### config.mk
export PLATFORM = sky130hd
export DESIGN_NAME = ascon_permutation_core
export DESIGN_NICKNAME = d
export VERILOG_FILES = /design/src/rtl/ascon_permutation_core.sv
export SDC_FILE = /design/constraint.sdc
export NUM_CORES = 2
export LEC_CHECK = 0
export ABC_AREA = 1
export CAP_MARGIN = 20
export CORE_UTILIZATION = 35
export CTS_CLUSTER_SIZE = 25
export DETAILED_ROUTE_END_ITERATION = 16
export PLACE_DENSITY_LB_ADDON = 0.05
export REMOVE_ABC_BUFFERS = 1
export SETUP_SLACK_MARGIN = 0.05
export SYNTH_ARGS = -nofsm -noshare
export SYNTH_HDL_FRONTEND = slang
export SYNTH_HIERARCHICAL = 1
export SYNTH_SLANG_ARGS = --single-unit
### constraint.sdc
create_clock -name clk_i -period 8.2 [get_ports clk_i]
set_input_delay 1.64 -clock clk_i [delete_from_list [all_inputs] [get_ports clk_i]]
set_output_delay 1.64 -clock clk_i [all_outputs]
set_load 0.05 [all_outputs]
### src/rtl/ascon_permutation_core.sv
// Iterative Ascon-p[rnd] permutation core: p_C, p_S, p_L per round.
// Macro ASCON_PERM_UNROLL2_EN applies two rounds per RUN cycle.
package ascon_pkg;
    typedef logic [3:0] rnd_t;
    typedef logic [4:0][63:0] ascon_state_t;
endpackage

module constant_addition_layer
    import ascon_pkg::*;
(
    input  ascon_state_t state_i,
    input  rnd_t         rnd_i,
    output ascon_state_t state_o
);
    logic [7:0] c;

    // c_k = {3-k, k-4} in nibbles, e.g. c4 = 0xf0, c8 = 0xb4
    assign c = {4'd3 - rnd_i, rnd_i - 4'd4};

    // XOR the round constant into the low byte of x2
    always_comb begin
        state_o = state_i;
        state_o[2][7:0] = state_i[2][7:0] ^ c;
    end
endmodule

module ascon_permutation_core
    import ascon_pkg::*;
(
    input  logic         clk_i,
    input  logic         rst_ni,
    input  logic         start_i,
    output logic         ready_o,
    input  rnd_t         rounds_i,
    input  ascon_state_t state_i,
    output logic         valid_o,
    input  logic         ready_i,
    output ascon_state_t state_o,
    output logic         busy_o
);
    typedef enum logic [1:0] {
        IDLE,
        RUN,
        DONE
    } fsm_t;

    fsm_t         fsm_q, fsm_d;
    ascon_state_t st_q, st_d;
    rnd_t         nr_q, nr_d;
    rnd_t         i_q, i_d;
    rnd_t         nr_in;
    rnd_t         rnd0;
    ascon_state_t pc0, r0, rnd_out;
    logic         accept;
    logic         last;

    function automatic logic [63:0] rotr(input logic [63:0] x, input int n);
        return (x >> n) | (x << (64 - n));
    endfunction

    function automatic ascon_state_t sbox_layer(input ascon_state_t s);
        logic [63:0] x0, x1, x2, x3, x4;
        logic [63:0] t0, t1, t2, t3, t4;
        x0 = s[0]; x1 = s[1]; x2 = s[2]; x3 = s[3]; x4 = s[4];
        x0 ^= x4; x4 ^= x3; x2 ^= x1;
        t0 = ~x0 & x1; t1 = ~x1 & x2; t2 = ~x2 & x3;
        t3 = ~x3 & x4; t4 = ~x4 & x0;
        x0 ^= t1; x1 ^= t2; x2 ^= t3; x3 ^= t4; x4 ^= t0;
        x1 ^= x0; x0 ^= x4; x3 ^= x2; x2 = ~x2;
        return {x4, x3, x2, x1, x0};
    endfunction

    function automatic ascon_state_t lin_layer(input ascon_state_t s);
        ascon_state_t o;
        o[0] = s[0] ^ rotr(s[0], 19) ^ rotr(s[0], 28);
        o[1] = s[1] ^ rotr(s[1], 61) ^ rotr(s[1], 39);
        o[2] = s[2] ^ rotr(s[2], 1)  ^ rotr(s[2], 6);
        o[3] = s[3] ^ rotr(s[3], 10) ^ rotr(s[3], 17);
        o[4] = s[4] ^ rotr(s[4], 7)  ^ rotr(s[4], 41);
        return o;
    endfunction

    assign nr_in  = (rounds_i > 4'd12) ? 4'd12 : rounds_i;
    assign rnd0   = 4'(5'd16 - {1'b0, nr_q} + {1'b0, i_q});
    assign ready_o = (fsm_q == IDLE) || ((fsm_q == DONE) && ready_i);
    assign accept  = start_i && ready_o;
    assign valid_o = (fsm_q == DONE);
    assign busy_o  = (fsm_q == RUN);
    assign state_o = st_q;

    constant_addition_layer u_pc0 (
        .state_i(st_q),
        .rnd_i  (rnd0),
        .state_o(pc0)
    );

    assign r0 = lin_layer(sbox_layer(pc0));

`ifdef ASCON_PERM_UNROLL2_EN
    localparam rnd_t STEP = 4'd2;
    rnd_t         rnd1;
    ascon_state_t pc1, r1;

    assign rnd1 = rnd0 + 4'd1;

    constant_addition_layer u_pc1 (
        .state_i(r0),
        .rnd_i  (rnd1),
        .state_o(pc1)
    );

    assign r1 = lin_layer(sbox_layer(pc1));
    // an odd round count leaves a single round for the final edge
    assign rnd_out = ({1'b0, i_q} + 5'd1 < {1'b0, nr_q}) ? r1 : r0;
    assign last = ({1'b0, i_q} + 5'd2 >= {1'b0, nr_q});
`else
    localparam rnd_t STEP = 4'd1;
    assign rnd_out = r0;
    assign last = (i_q == nr_q - 4'd1);
`endif

    // next-state: sequence rounds, accept requests in IDLE or draining DONE
    always_comb begin
        fsm_d = fsm_q;
        st_d  = st_q;
        nr_d  = nr_q;
        i_d   = i_q;
        unique case (fsm_q)
            IDLE: ;
            RUN: begin
                st_d = rnd_out;
                i_d  = i_q + STEP;
                if (last) fsm_d = DONE;
            end
            DONE: if (ready_i) fsm_d = IDLE;
            default: fsm_d = IDLE;
        endcase
        if (accept) begin
            st_d  = state_i;
            nr_d  = nr_in;
            i_d   = '0;
            fsm_d = (nr_in == 4'd0) ? DONE : RUN;
        end
    end

    // state registers, cleared by asynchronous reset
    always_ff @(posedge clk_i or negedge rst_ni) begin
        if (!rst_ni) begin
            fsm_q <= IDLE;
            st_q  <= '0;
            nr_q  <= '0;
            i_q   <= '0;
        end else begin
            fsm_q <= fsm_d;
            st_q  <= st_d;
            nr_q  <= nr_d;
            i_q   <= i_d;
        end
    end
endmodule

=== Word-level counts from Yosys, hierarchy flattened ===
Cells that the tools add are included.

* Register bits: 330
* Bits of input ports: 328
* Output and inout port bits: 323
* Logic and storage cells: 81

* Add/sub/neg operators: 6
* Magnitude comparators: 1
* Equality and inequality tests: 6
* Mux-type cells: 10
* Bitwise gates (word level): 43
* Reduce and logical (&&, ||, !) cells: 7

{| class="wikitable"
|+ Operators with widths
! operator !! number
|-
| XOR 64 bit || 21
|-
| 2-to-1 mux 320 bit || 2
|-
| NOT 64 bit || 6
|-
| bitwise AND 64 bit || 5
|-
| bitwise OR 23 x 64 -> 64 bit || 1
|-
| bitwise OR 25 x 64 -> 64 bit || 1
|-
| bitwise OR 3 x 64 -> 64 bit || 1
|-
| bitwise OR 36 x 64 -> 64 bit || 1
|-
| bitwise OR 45 x 64 -> 64 bit || 1
|-
| bitwise OR 47 x 64 -> 64 bit || 1
|-
| bitwise OR 54 x 64 -> 64 bit || 1
|-
| bitwise OR 57 x 64 -> 64 bit || 1
|-
| bitwise OR 58 x 64 -> 64 bit || 1
|-
| bitwise OR 63 x 64 -> 64 bit || 1
|-
| 2-to-1 mux 4 bit || 3
|-
| 2-to-1 mux 2 bit || 4
|-
| XOR 8 bit || 1
|-
| inequality test 3 x 1 -> 1 bit, second input constant || 2
|-
| one-hot mux 2 bit (3 select lines) || 1
|-
| adder 4 x 1 -> 4 bit, second input constant || 1
|-
| adder 4 bit || 1
|-
| equality test 4 bit || 1
|-
| > comparator 4 bit, second input constant || 1
|-
| logical NOT 4 bit || 1
|-
| 12 further kinds || 13
|}

=== Logic depth before layout (Yosys ltp) ===
* Depth in word-level cells: 14
* Depth in mapped cells: 20
* Depth with buffers taken out: 20

=== By module ===
Netlist, hierarchy kept.

{| class="wikitable"
|+ Modules (own cells, without submodules)
! module !! times used !! cells each !! area each (µm²) !! sequential area each (µm²)
|-
| ascon_permutation_core || 1 || 5992 || 35340.1 || 8257.9
|-
| constant_addition_layer || 1 || 332 || 2452.4 || 0.0
|}

=== Least setup slack after synthesis ===
OpenSTA, ideal clock, no wires.

* Kind: input to output
* Start point: input port ready_i
* End point: output port ready_o
* Data arrival time: 2.143 ns
* Required time: 6.560 ns
* Slack: 4.417 ns
* Cell stages on the path: 2
* Path buffers: 0
* Cell sequence: nor2_2 > nor2_2

* Word-level cells in the longest chain between the ends: 2

{| class="wikitable"
|+ RTL lines
! item !! line !! source
|-
| from (decl) || 37 || <nowiki>input logic ready_i,</nowiki>
|-
| logical AND 1 bit || 85 || <nowiki>assign ready_o = (fsm_q == IDLE) || ((fsm_q == DONE) && ready_i);</nowiki>
|-
| logical OR 1 bit || 85 ||
|-
| to (decl) || 33 || <nowiki>output logic ready_o,</nowiki>
|}

Every way passes these cells.

=== Final worst setup path ===
Ends and elaborated chain as after synthesis.

==> summary.md <==
| Metric | Value |
|---|---|
| Core box area | 107000 um2 |
| Startpoint types | input port |
| 1st-iter DRT viols | 5008 |
| Clk_skew | 42.8 ps |
| Top FF cell, synth | dfrtp_1 |
| Final hold violations | 0 |
| Width of the die | 331 um |
| Asr flop ratio synth | 100% |
| First-pass GRT wire length | 297000 um |
| DRC | 0 |
| Type of the worst setup path | in2out |
| Worst-Skew Late Latency | 660 ps |
| WL/cell | 27.6 um |
| Hold-fix buffers at CTS | 0 |
| MaxCap Viol Count | 0 |
| TritonCTS buffer count | 45 |
| Max-slew violation count | 0 |
| Arr. time, crit path | 3120 ps |
| Synth area leader | nand2_1 |
| Post-CTS Repair Setup Buffers | 0 |
| Outcome | completed |
| Data required time at the worst endpoint | 6560 ps |
| Hpwl dp | 187000 um |
| Period minus WS final | 4760 ps |
| Maximum number of pins on one net before global-route repair | 156 |
| Worst-path clk slew | 60 ps |
| F_max | 210 MHz |
| EDFF count, synth | 0 |
| Initial Util | 35.3% |
| Final wirelength | 223000 um |
| Row cnt | 120 |
| Clock sinks | 330 |
| Maximum buffer depth of the clock tree | 3 |
| Top cell type's share of synthesized area | 28.6% |
| Final Cycle Share | 58.1% |
| DR pass1 iterations | 8 |
| Crit path max fanout | 2 |
| Root cell of the clock tree | clkbuf_16 |
| Vias | 43600 |
| Sequential fraction of the synthesis area | 21.9% |
| H-Tree Depth | 2 |
| Critical path capture point type | output port |
| Share of cells above drive strength 1 | 3.39% |
| Vias in the first global route | 38500 |
| RSZ-0062 raised after global routing | false |
| Warnings from Yosys | 6 |
| Post-Synthesis Cells | 6324 |
| Tot GR Track Use | 39.6% |
| Mean Syn Cell Area | 5.98 um2 |
| Initial antenna violation count | 16 |
| CTS tree | done |
| GRT overflow | 0 |
| GP Congestion | 1.03 |
| Final setup fails | 0 |
| Resized cells post-CTS | 0 |
| Port bufs | 650 |
| Rel. slew slack | 15.9% |
| I/O pin count | 651 |
| Final setup TNS | 0 ps |
| Vias per cell | 5.39 |
| Synthesized cell area | 37800 um2 |
| Die Height | 331 um |
| Die ar. | 109000 um2 |
| Synth top area cells | nand2_1, dfrtp_1, nand3_1, inv_1, buf_4 |
| Area delta synth->final | 19.2% |
| Yosys reg bits | 330 |
| Hold Path Class | reg2reg |
| Yosys cell types | 35 |
| Antenna-violating nets left | 0 |
| Least-Margin Pin Slew | 1260 ps |
| NumNets Final | 7107 |
==> area by class of cell <==
| cell class | count | area (um2) |
|---|---|---|
| multi-input cells | 4828 | 23900 |
| repair buffers | 691 | 6870 |
| fillers | 11500 | 62000 |
| inverters | 749 | 2830 |
| well taps | 1403 | 1760 |
| clock buffers | 62 | 1270 |
| flip-flops and latches | 330 | 8260 |
| diodes | 9 | 22.5 |
| clock inverters | 15 | 193 |
==> per-stage QoR <==
| stage | cell area (um2) | cells | hold slack, ps | setup WS (ps) | util, % |
|---|---|---|---|---|---|
| final | 45100 | 8087 | 484 | 3440 | 42.1 |
| after global routing | 45000 | 8078 | 506 | 3380 | 42.1 |
| after CTS | 45000 | 8077 | 493 | 3430 | 42.1 |
| after detailed placement | 43600 | 8000 | 485 | 3430 | 40.7 |
| after global placement | 43600 | 8000 | 483 | 3440 | 40.7 |
| after floorplan | 34900 | 5907 | 453 | 1460 | - |
==> per-layer routing <==
metal / vias to the layer above / GRT usage (%) / share of wire, % / wire length [um]
li1: 20500 / - / - / -
met1: 20600 / 50.0 / 40 / 89900
met2: 2114 / 59.9 / 43 / 95100
met3: 421 / 9.50 / 9.5 / 21300
met4: 6 / 26.2 / 7.4 / 16600
met5: - / 0 / 0.017 / 37
==> cells in the final DEF, fill, tap and decap left out, types with 60 or more instances in the layout <==
cell	Yosys	layout
a22o_1	198	198
clkdlybuf4s50_1	0	649
dfrtp_1	330	330
ha_1	133	133
inv_1	669	669
inv_2	79	77
nand2_1	2877	2877
nand3_1	965	965
nor2_1	75	75
o211ai_1	60	60
o21ai_0	96	96
xnor2_1	105	104
xor2_1	169	168
==> flip-flops by register name, indices dropped and copies added, names as in the netlist <==
signal / cells
i_q: 4
nr_q: 4
state_o: 320
fsm_q: 2
==> cells by family (layout without fill, tap and decap cells) <==
logic type / after synthesis / count (layout) / synth area share, %
AND/OR/NAND/NOR: 3943 / 3943 / 42.6
buffers and inverters: 1166 / 1517 / 15.1
AO/OA/AOI/OAI: 447 / 447 / 8.42
flip-flops: 330 / 330 / 21.9
XOR/XNOR: 304 / 304 / 7.64
adder cells (fa/ha/maj): 134 / 134 / 4.46
other: 0 / 9 / 0
==> final timing paths <==
| path | from | to | slack [ps] | cells after the start |
|---|---|---|---|---|
| max in group asynchronous | rst_ni | state_o[288]$_DFFE_PN0P_ | 5890 | 2 |
| setup reg to reg | i_q[0]$_DFFE_PN0P_ | state_o[67]$_DFFE_PN0P_ | 4130 | 17 |
| min in group asynchronous | rst_ni | nr_q[3]$_DFFE_PN0P_ | 950 | 1 |
| hold / removal | i_q[3]$_DFFE_PN0P_ | i_q[3]$_DFFE_PN0P_ | 480 | 1 |
| hold reg to reg | i_q[3]$_DFFE_PN0P_ | i_q[3]$_DFFE_PN0P_ | 480 | 1 |
| setup / recovery | ready_i | ready_o | 3440 | 4 |
==> critical path: stages <==
cell	delay, ps
clkdlybuf4s50_1	470
nor2_2	50
nor2_2	140
clkdlybuf4s50_1	830
==> cells in the mapped netlist (2+ instances only) <==
library cell and count:
nand2_1 2877, nand3_1 965, inv_1 669, dfrtp_1 330, buf_4 327, a22o_1 198, xor2_1 169, ha_1 133
xnor2_1 105, o21ai_0 96, inv_2 79, nor2_1 75, o211ai_1 60, buf_2 49, o21ai_1 38, clkbuf_1 37
a21oi_1 33, xnor2_2 25, o21bai_1 14, nand4_1 12, nand3b_1 8, xor2_2 5, a21boi_1 4, buf_6 3
nor2_2 2, o22ai_1 2
Power is left out: the tool's default activity adds up to more than one toggle a clock period on the data nets, which glitch-free logic cannot reach.
